<file path="config.mk">
export PLATFORM = sky130hd
export DESIGN_NAME = control_unit_flat
export DESIGN_NICKNAME = d
export VERILOG_FILES = /design/src/rtl/control_unit_if.sv /design/src/rtl/control_unit.sv /design/src/flat_wrapper.sv
export SDC_FILE = /design/constraint.sdc
export NUM_CORES = 1
export LEC_CHECK = 0
export CORE_MARGIN = 8
export CORE_UTILIZATION = 30
export CTS_BUF_LIST = sky130_fd_sc_hd__clkbuf_16
export DETAILED_ROUTE_END_ITERATION = 10
export PLACE_DENSITY_LB_ADDON = 0.3
export SETUP_SLACK_MARGIN = 0.15
export SLEW_MARGIN = 5
export SYNTH_ARGS = -nofsm -noshare
export SYNTH_HDL_FRONTEND = slang
export SYNTH_SLANG_ARGS = --single-unit
</file>
<file path="constraint.sdc">
create_clock -name Clock -period 4.34 [get_ports Clock]
set_clock_uncertainty 0.05 [all_clocks]
set_input_delay 0.651 -clock Clock [delete_from_list [all_inputs] [get_ports Clock]]
set_output_delay 0.651 -clock Clock [all_outputs]
set_load 0.02 [all_outputs]
</file>
<file path="src/rtl/control_unit_if.sv">
// Bundle between the control unit, the instruction ROM and the datapath.
// The master side is the control unit. The slave side is the ROM and datapath, or a bench.
interface control_unit_if #(
    parameter int unsigned PC_W = 7
);
    logic [15:0]     Instr;
    logic [PC_W-1:0] PC_Addr;
    logic [7:0]      D_Addr;
    logic            D_Wr;
    logic            RF_s;
    logic [3:0]      RF_W_Addr;
    logic            RF_W_en;
    logic [3:0]      RF_Ra_Addr;
    logic [3:0]      RF_Rb_Addr;
    logic [2:0]      ALU_s0;
    logic [3:0]      State;
    logic            Halted;

    modport master (
        input  Instr,
        output PC_Addr, D_Addr, D_Wr, RF_s, RF_W_Addr, RF_W_en,
        output RF_Ra_Addr, RF_Rb_Addr, ALU_s0, State, Halted
    );

    modport slave (
        output Instr,
        input  PC_Addr, D_Addr, D_Wr, RF_s, RF_W_Addr, RF_W_en,
        input  RF_Ra_Addr, RF_Rb_Addr, ALU_s0, State, Halted
    );
endinterface

</file>
<file path="src/rtl/control_unit.sv">
// Multi-cycle Moore control unit with fetch, decode and execute phases for a 16-bit load/store/ALU ISA.
// All outputs come from the registered state and IR, so nothing combinational runs from Instr to an output.
module control_unit #(
    parameter int unsigned PC_W = 7
) (
    input  logic           Clock,
    input  logic           Reset_n,
    control_unit_if.master bus
);
    typedef enum logic [3:0] {
        StInit   = 4'd0,
        StFetch  = 4'd1,
        StDecode = 4'd2,
        StNoop   = 4'd3,
        StLoadA  = 4'd4,
        StLoadB  = 4'd5,
        StStore  = 4'd6,
        StAdd    = 4'd7,
        StSub    = 4'd8,
        StHalt   = 4'd9
    } state_e;

    localparam logic [3:0] OpLoad  = 4'h1;
    localparam logic [3:0] OpStore = 4'h2;
    localparam logic [3:0] OpAdd   = 4'h3;
    localparam logic [3:0] OpSub   = 4'h4;
    localparam logic [3:0] OpHalt  = 4'h5;

    localparam logic [2:0] AluPass = 3'b000;
    localparam logic [2:0] AluAdd  = 3'b001;
    localparam logic [2:0] AluSub  = 3'b010;

    state_e          state_q, state_d;
    logic [PC_W-1:0] pc_q, pc_d;
    logic [15:0]     ir_q, ir_d;

    logic [7:0] d_addr;
    logic       d_wr;
    logic       rf_s;
    logic [3:0] rf_w_addr;
    logic       rf_w_en;
    logic [3:0] rf_ra_addr;
    logic [3:0] rf_rb_addr;
    logic [2:0] alu_s0;
    logic       halted;

    always_ff @(posedge Clock or negedge Reset_n) begin
        if (!Reset_n) begin
            state_q <= StInit;
            pc_q    <= '0;
            ir_q    <= '0;
        end else begin
            state_q <= state_d;
            pc_q    <= pc_d;
            ir_q    <= ir_d;
        end
    end

    // Instr is looked at only in DECODE, which is the cycle after FETCH put the PC on the ROM.
    always_comb begin
        state_d = state_q;
        pc_d    = pc_q;
        ir_d    = ir_q;
        case (state_q)
            StInit:   state_d = StFetch;
            StFetch:  state_d = StDecode;
            StDecode: begin
                ir_d = bus.Instr;
                pc_d = pc_q + PC_W'(1);
                case (bus.Instr[15:12])
                    OpLoad:  state_d = StLoadA;
                    OpStore: state_d = StStore;
                    OpAdd:   state_d = StAdd;
                    OpSub:   state_d = StSub;
                    OpHalt:  state_d = StHalt;
                    default: state_d = StNoop;
                endcase
            end
            StLoadA:  state_d = StLoadB;
            StNoop, StLoadB, StStore, StAdd, StSub: state_d = StFetch;
            StHalt:   state_d = StHalt;
            default:  state_d = StInit;
        endcase
    end

    always_comb begin
        d_addr     = '0;
        d_wr       = 1'b0;
        rf_s       = 1'b0;
        rf_w_addr  = '0;
        rf_w_en    = 1'b0;
        rf_ra_addr = '0;
        rf_rb_addr = '0;
        alu_s0     = AluPass;
        halted     = 1'b0;
        case (state_q)
            StLoadA, StLoadB: begin
                d_addr    = ir_q[11:4];
                rf_s      = 1'b1;
                rf_w_addr = ir_q[3:0];
                // LOAD_A only covers the memory read latency; the write happens in LOAD_B
                rf_w_en   = (state_q == StLoadB);
            end
            StStore: begin
                d_addr     = ir_q[11:4];
                rf_ra_addr = ir_q[3:0];
                d_wr       = 1'b1;
            end
            StAdd, StSub: begin
                rf_ra_addr = ir_q[11:8];
                rf_rb_addr = ir_q[7:4];
                rf_w_addr  = ir_q[3:0];
                rf_w_en    = 1'b1;
                alu_s0     = (state_q == StAdd) ? AluAdd : AluSub;
            end
            StHalt:  halted = 1'b1;
            default: ;
        endcase
    end

    assign bus.PC_Addr    = pc_q;
    assign bus.D_Addr     = d_addr;
    assign bus.D_Wr       = d_wr;
    assign bus.RF_s       = rf_s;
    assign bus.RF_W_Addr  = rf_w_addr;
    assign bus.RF_W_en    = rf_w_en;
    assign bus.RF_Ra_Addr = rf_ra_addr;
    assign bus.RF_Rb_Addr = rf_rb_addr;
    assign bus.ALU_s0     = alu_s0;
    assign bus.State      = state_q;
    assign bus.Halted     = halted;

    a_no_dual_write: assert property (@(posedge Clock) disable iff (!Reset_n)
        !(d_wr && rf_w_en));
    a_halt_sticky: assert property (@(posedge Clock) disable iff (!Reset_n)
        state_q == StHalt |=> state_q == StHalt && $stable(pc_q));
    a_load_opcode: assert property (@(posedge Clock) disable iff (!Reset_n)
        (state_q == StLoadA || state_q == StLoadB) |-> ir_q[15:12] == OpLoad);
    a_store_opcode: assert property (@(posedge Clock) disable iff (!Reset_n)
        state_q == StStore |-> ir_q[15:12] == OpStore);
    a_alu_opcode: assert property (@(posedge Clock) disable iff (!Reset_n)
        (state_q == StAdd || state_q == StSub) |->
        ir_q[15:12] == ((state_q == StAdd) ? OpAdd : OpSub));
endmodule

</file>
<file path="src/flat_wrapper.sv">
// flat-port wrapper written by rule: the top's interface ports become plain ports
module control_unit_flat 
#(
    parameter int unsigned PC_W = 7
)
  (Clock, Reset_n, bus_Instr, bus_PC_Addr, bus_D_Addr, bus_D_Wr, bus_RF_s, bus_RF_W_Addr, bus_RF_W_en, bus_RF_Ra_Addr, bus_RF_Rb_Addr, bus_ALU_s0, bus_State, bus_Halted);
  control_unit_if #(.PC_W(PC_W)) bus_i ();
  input  logic Clock;
  input  logic Reset_n;
  input wire logic [$bits(bus_i.Instr)-1:0] bus_Instr;
  output wire logic [$bits(bus_i.PC_Addr)-1:0] bus_PC_Addr;
  output wire logic [$bits(bus_i.D_Addr)-1:0] bus_D_Addr;
  output wire logic [$bits(bus_i.D_Wr)-1:0] bus_D_Wr;
  output wire logic [$bits(bus_i.RF_s)-1:0] bus_RF_s;
  output wire logic [$bits(bus_i.RF_W_Addr)-1:0] bus_RF_W_Addr;
  output wire logic [$bits(bus_i.RF_W_en)-1:0] bus_RF_W_en;
  output wire logic [$bits(bus_i.RF_Ra_Addr)-1:0] bus_RF_Ra_Addr;
  output wire logic [$bits(bus_i.RF_Rb_Addr)-1:0] bus_RF_Rb_Addr;
  output wire logic [$bits(bus_i.ALU_s0)-1:0] bus_ALU_s0;
  output wire logic [$bits(bus_i.State)-1:0] bus_State;
  output wire logic [$bits(bus_i.Halted)-1:0] bus_Halted;
  assign bus_i.Instr = bus_Instr;
  assign bus_PC_Addr = bus_i.PC_Addr;
  assign bus_D_Addr = bus_i.D_Addr;
  assign bus_D_Wr = bus_i.D_Wr;
  assign bus_RF_s = bus_i.RF_s;
  assign bus_RF_W_Addr = bus_i.RF_W_Addr;
  assign bus_RF_W_en = bus_i.RF_W_en;
  assign bus_RF_Ra_Addr = bus_i.RF_Ra_Addr;
  assign bus_RF_Rb_Addr = bus_i.RF_Rb_Addr;
  assign bus_ALU_s0 = bus_i.ALU_s0;
  assign bus_State = bus_i.State;
  assign bus_Halted = bus_i.Halted;
  control_unit #(.PC_W(PC_W)) u_core (.Clock(Clock), .Reset_n(Reset_n), .bus(bus_i));
endmodule
</file>
Word level (Yosys, flattened, before mapping)

Cells that the tools add are included.

Logic and storage cells: 36
Register bits after elaboration: 23
Output and inout bits: 38
Input bits: 18

Mux-type cells: 12
Reduce and logical (&&, ||, !) cells: 6
$add $sub $neg: 1
Eq/ne operators: 14

Operators with widths:

| cell                | count |
|---|---|
| $pmux 4 s5          | 2 |
| $eq 4x3->1 const B  | 6 |
| $eq 4x2->1 const B  | 4 |
| $eq 4x1->1 const B  | 2 |
| $eq 4x4->1 const B  | 2 |
| $mux 4              | 2 |
| $mux 8              | 1 |
| $pmux 4 s2          | 1 |
| $add 7x1->7 const B | 1 |
| $reduce_or 6->1     | 1 |
| $logic_not 4->1     | 1 |
| $reduce_or 2->1     | 2 |
| $reduce_or 4->1     | 1 |
| $mux 1              | 3 |
| $mux 3              | 1 |
| $reduce_or 3->1     | 1 |
| $mux 2              | 1 |
| $pmux 1 s2          | 1 |

Depth between registers and ports, before layout

Word-level depth: 3
Depth in mapped cells: 5
Gate-level depth less buffers: 3

Worst setup path before layout

Ideal clock, no wire load.

Path type: reg2out
Start point: register u_core.state_q[3], in the netlist u_core.bus.State[3]
End point: output port bus_RF_Ra_Addr[0]
Arrival time: 1.663 ns
Slack: 1.976 ns
Data required time: 3.639 ns
Stages on the path, launching flop included: 5
Path buffers: 1
Path through: dfrtp_1 -> buf_2 -> nand2b_2 -> nor3b_2 -> a22o_1

Longest elaborated chain between the ends: 3

Ends and longest elaborated chain:

| element                                  | line               | source |
|---|---|---|
| start, declared                          | control_unit.sv:33 | `state_e state_q, state_d;` |
| start signal, assigned                   | control_unit.sv:49 | `state_q <= StInit;` |
| start signal, assigned                   | control_unit.sv:53 | `state_q <= state_d;` |
| $eq 4x4->1 or $eq 4x3->1 (tied branches) | control_unit.sv:96 | `case (state_q)` |
| $reduce_or 2->1                          | control_unit.sv:96 |  |
| $pmux 4 s2 *                             | control_unit.sv:96 |  |
| end, declared                            | flat_wrapper.sv:17 | `output wire logic [$bits(bus_i.RF_Ra_Addr)-1:0] bus_RF_Ra_Addr;` |

Every way passes the cells marked *; elsewhere a longest branch is shown, timed or not.

Worst setup path after layout

Start point: register u_core.state_q[1], in the netlist u_core.bus.State[1]
End point: output port bus_RF_Ra_Addr[2]

The elaborated chain is that of the path after synthesis.

==> load_flow_metrics.sql <==
INSERT INTO impl_metrics (metric_group, metric, value, unit) VALUES
('outcome', 'status', 'complete, no violations', ''),
('logic_synthesis', 'synth-edff-count', '0', ''),
('worst_hold_path', 'hold_class', 'reg -> reg', ''),
('logic_synthesis', 'netlist_top_cells_area', 'sky130_fd_sc_hd__dfrtp_1, sky130_fd_sc_hd__mux2_2, sky130_fd_sc_hd__and2_1', ''),
('timing', 'fin_tns_setup', '0', 'ps'),
('global_routing', 'grt_antenna_before_repair', '0', ''),
('logic_synthesis', 'synth.top_cells.by_count', 'sky130_fd_sc_hd__dfrtp_1, sky130_fd_sc_hd__mux2_2, sky130_fd_sc_hd__and2_1, sky130_fd_sc_hd__xnor2_1', ''),
('logic_synthesis', 'ys_warn_count', '0', ''),
('final_layout', 'seqCellArea', '575.6', 'um^2'),
('floorplan', 'core_footprint', '4029', 'um^2'),
('pwr', 'power_frac_seq', '0.403', ''),
('setup_path', 'data_arrival_time_at_the_worst_slack_endpoint', '2300', 'ps'),
('timing', 'slew_headroom', '0.2104', ''),
('drt', 'first_iter_violations', '81', ''),
('floorplan', 'pin_count', '56', ''),
('final_layout', 'number_of_fill_cells_in_the_layout', '377', ''),
('final_layout', 'layout.core_utilization', '0.4696', ''),
('global_routing', 'grt_overflow', '0', ''),
('logic_synthesis', 'share_of_the_yosys_chip_area_belonging_to_registers', '0.4573', ''),
('timing', 'report.final.slew_viol_count', '0', ''),
('pwr', 'power.switching', '367.6', 'uW'),
('pwr', 'internal_power', '666.6', 'uW'),
('timing', 'fin_crit_sh', '0.6910', ''),
('final_layout', 'final_stage_net_count', '181', ''),
('run', 'timing.max_cap.violations', '0', ''),
('floorplan', 'die-area', '6525', 'um^2'),
('drt', 'post-route-drc-count', '0', ''),
('final_layout', 'multi_input_area', '626.9', 'um^2'),
('placement', 'dpl.hpwl', '2627', 'um'),
('logic_synthesis', 'synthesized_netlist_cell_count', '110', ''),
('setup_path', 'crit-reg2reg-launch', 'u_core.bus.State[0]$_DFF_PN0_', ''),
('global_routing', 'number_of_global_route_vias_before_repair', '1070', ''),
('drt', 'antenna_left', '0', ''),
('timing', 'setup_viol', '0', ''),
('timing', 'finalHoldViolCount', '0', ''),
('logic_synthesis', 'syn_area_per_cell', '11.44', 'um^2'),
('clock_tree', 'tritoncts_clock_tree', 'built', ''),
('clock_tree', 'cts_inserted_buffers', '3', ''),
('drt', 'firstDrtPassIters', '4', ''),
('pwr', 'total_power', '1.034', 'mW'),
('drt', 'num_vias', '1016', ''),
('pwr', 'combPwrFrac', '0.406', ''),
('placement', 'placedInstanceArea', '1813', 'um^2'),
('setup_path', 'r2r_setup_slack', '2150', 'ps'),
('drt', 'drt_wl_total', '3412', 'um'),
('pwr', 'switching_share', '0.3554', ''),
('timing', 'timing.fmax', '333.4', 'MHz'),
('logic_synthesis', 'synthDistinctLibCells', '36', ''),
('setup_path', 'worstSetupPathType', 'reg -> out', ''),
('final_layout', 'final_layout_size_suffix_gt1_frac', '0.1429', ''),
('timing', 'worstMarginPinSlew', '1179', 'ps'),
('clock_tree', 'cts_buffer_depth', '2', ''),
('final_layout', 'antenna_cells', '0', ''),
('clock_tree', 'post_cts_resized', '0', ''),
('worst_hold_path', 'min-delay-start', 'u_core.bus.PC_Addr[6]$_DFFE_PN0P_', ''),
('setup_path', 'worst-r2r-cell-count', '2', ''),
('final_layout', 'fin_area', '1892', 'um^2'),
('floorplan', 'chipWidth', '80.78', 'um'),
('final_layout', 'area_delta_synth_final', '50.30', '%'),
('clock_tree', 'clk_pin_slew_worst_paths', '60', 'ps'),
('worst_hold_path', 'hold_end', 'u_core.bus.PC_Addr[6]$_DFFE_PN0P_', ''),
('clock_tree', 'post_cts_hold_buffer_count', '0', ''),
('global_routing', 'grt_use_total', '0.1050', ''),
('logic_synthesis', 'yosys.cell_count.top_type', 'sky130_fd_sc_hd__dfrtp_1', ''),
('drt', 'detail_route.wl_per_cell', '16.17', 'um'),
('setup_path', 'cp.required', '3640', 'ps'),
('clock_tree', 'insertion_delay', '250', 'ps'),
('logic_synthesis', 'yosys.area.top_type', 'sky130_fd_sc_hd__dfrtp_1', ''),
('worst_hold_path', 'timing.hold.worst_path_depth', '1', ''),
('clock_tree', 'cts_setup_buffers', '0', ''),
('setup_path', 'crit-reg2reg-capture', 'u_core.ir_q[2]$_DFFE_PN0P_', '');
==> kinds of logic after synthesis <==
logic type,share of synthesized area
simple gates,0.2008
flops,0.4573
compound gates,0.1193
mux,0.1163
buf+inv,0.04473
xor+xnor,0.04871
fa+ha+maj,0.009939
other cells,0.002979
==> worst max path at each step <==
stage,to,depth (start not counted),from,slack (ps)
floorplan,bus_RF_Ra_Addr[0],4,u_core.bus.State[3]$_DFF_PN0_,1980
global placement,bus_RF_Ra_Addr[1],4,u_core.bus.State[0]$_DFF_PN0_,1610
detailed placement,bus_RF_Rb_Addr[1],4,u_core.bus.State[1]$_DFF_PN0_,1620
CTS,bus_RF_Ra_Addr[2],4,u_core.bus.State[1]$_DFF_PN0_,1340
global route,bus_D_Addr[5],4,u_core.bus.State[3]$_DFF_PN0_,1180
finish,bus_RF_Ra_Addr[2],4,u_core.bus.State[1]$_DFF_PN0_,1340
==> flip-flops by register name, indices dropped and copies added, names as in the netlist <==
signal,flops
u_core.bus.State,4
u_core.ir_q,12
u_core.bus.PC_Addr,7
==> worst max-delay path, stage by stage (launching register included) <==
cell and delay, ps:
sky130_fd_sc_hd__dfrtp_1 510, sky130_fd_sc_hd__or4b_4 620, sky130_fd_sc_hd__o21ai_4 130, sky130_fd_sc_hd__a22o_1 170, sky130_fd_sc_hd__clkdlybuf4s50_1 620
==> routing by layer <==
metal | up-vias | global-route usage | share of wire
met4 | 0 | 0.04464 | 0.023
met1 | 491 | 0.1081 | 0.38
met5 | - | 0 | 0
met2 | 26 | 0.1885 | 0.53
met3 | 6 | 0.03753 | 0.065
li1 | 493 | - | -
==> final cells by class <==
class | count | area share
Inverter | 2 | 0.003968
Multi-Input combinational cell | 78 | 0.3313
Clock buffer | 3 | 0.03968
Tap cell | 50 | 0.03307
Clock inverter | 1 | 0.001984
Timing Repair Buffer | 54 | 0.2857
Sequential cell | 23 | 0.3042
==> per-stage QoR <==
step	std cells	hold WS, ps	setup slack [ps]
2_1_floorplan	110	305.4	1976
3_3_place_gp	207	419.6	1612
3_5_place_dp	207	423.0	1617
4_1_cts	211	435.5	1341
5_1_grt	211	474.5	1177
6_report	211	429.7	1341
==> layout by cell type, fill, tap and decap left out, drive strengths merged, types with 3 or more instances in the layout <==
cell type / count
clkdlybuf4s50: 54
dfrtp: 23
mux2: 13
and2: 12
xnor2: 5
nor2: 4
a22o: 4
a21boi: 4
nand4: 4
o21ai: 4
nand2: 3
inv: 3
clkbuf: 3
nand2b: 3
==> power by group through the flow <==
| stage | Sequential [mW] | Combinational [mW] | Clock (mW) |
|---|---|---|---|
| after CTS | 0.417 | 0.426 | 0.202 |
| after floorplan | 0.412 | 0.272 | 0 |
| after detailed placement | 0.419 | 0.426 | 0 |
| final | 0.417 | 0.420 | 0.198 |
| after global placement | 0.416 | 0.419 | 0 |
| after global routing | 0.431 | 0.455 | 0.212 |
No activity file was read; power rests on OpenSTA's default activity.
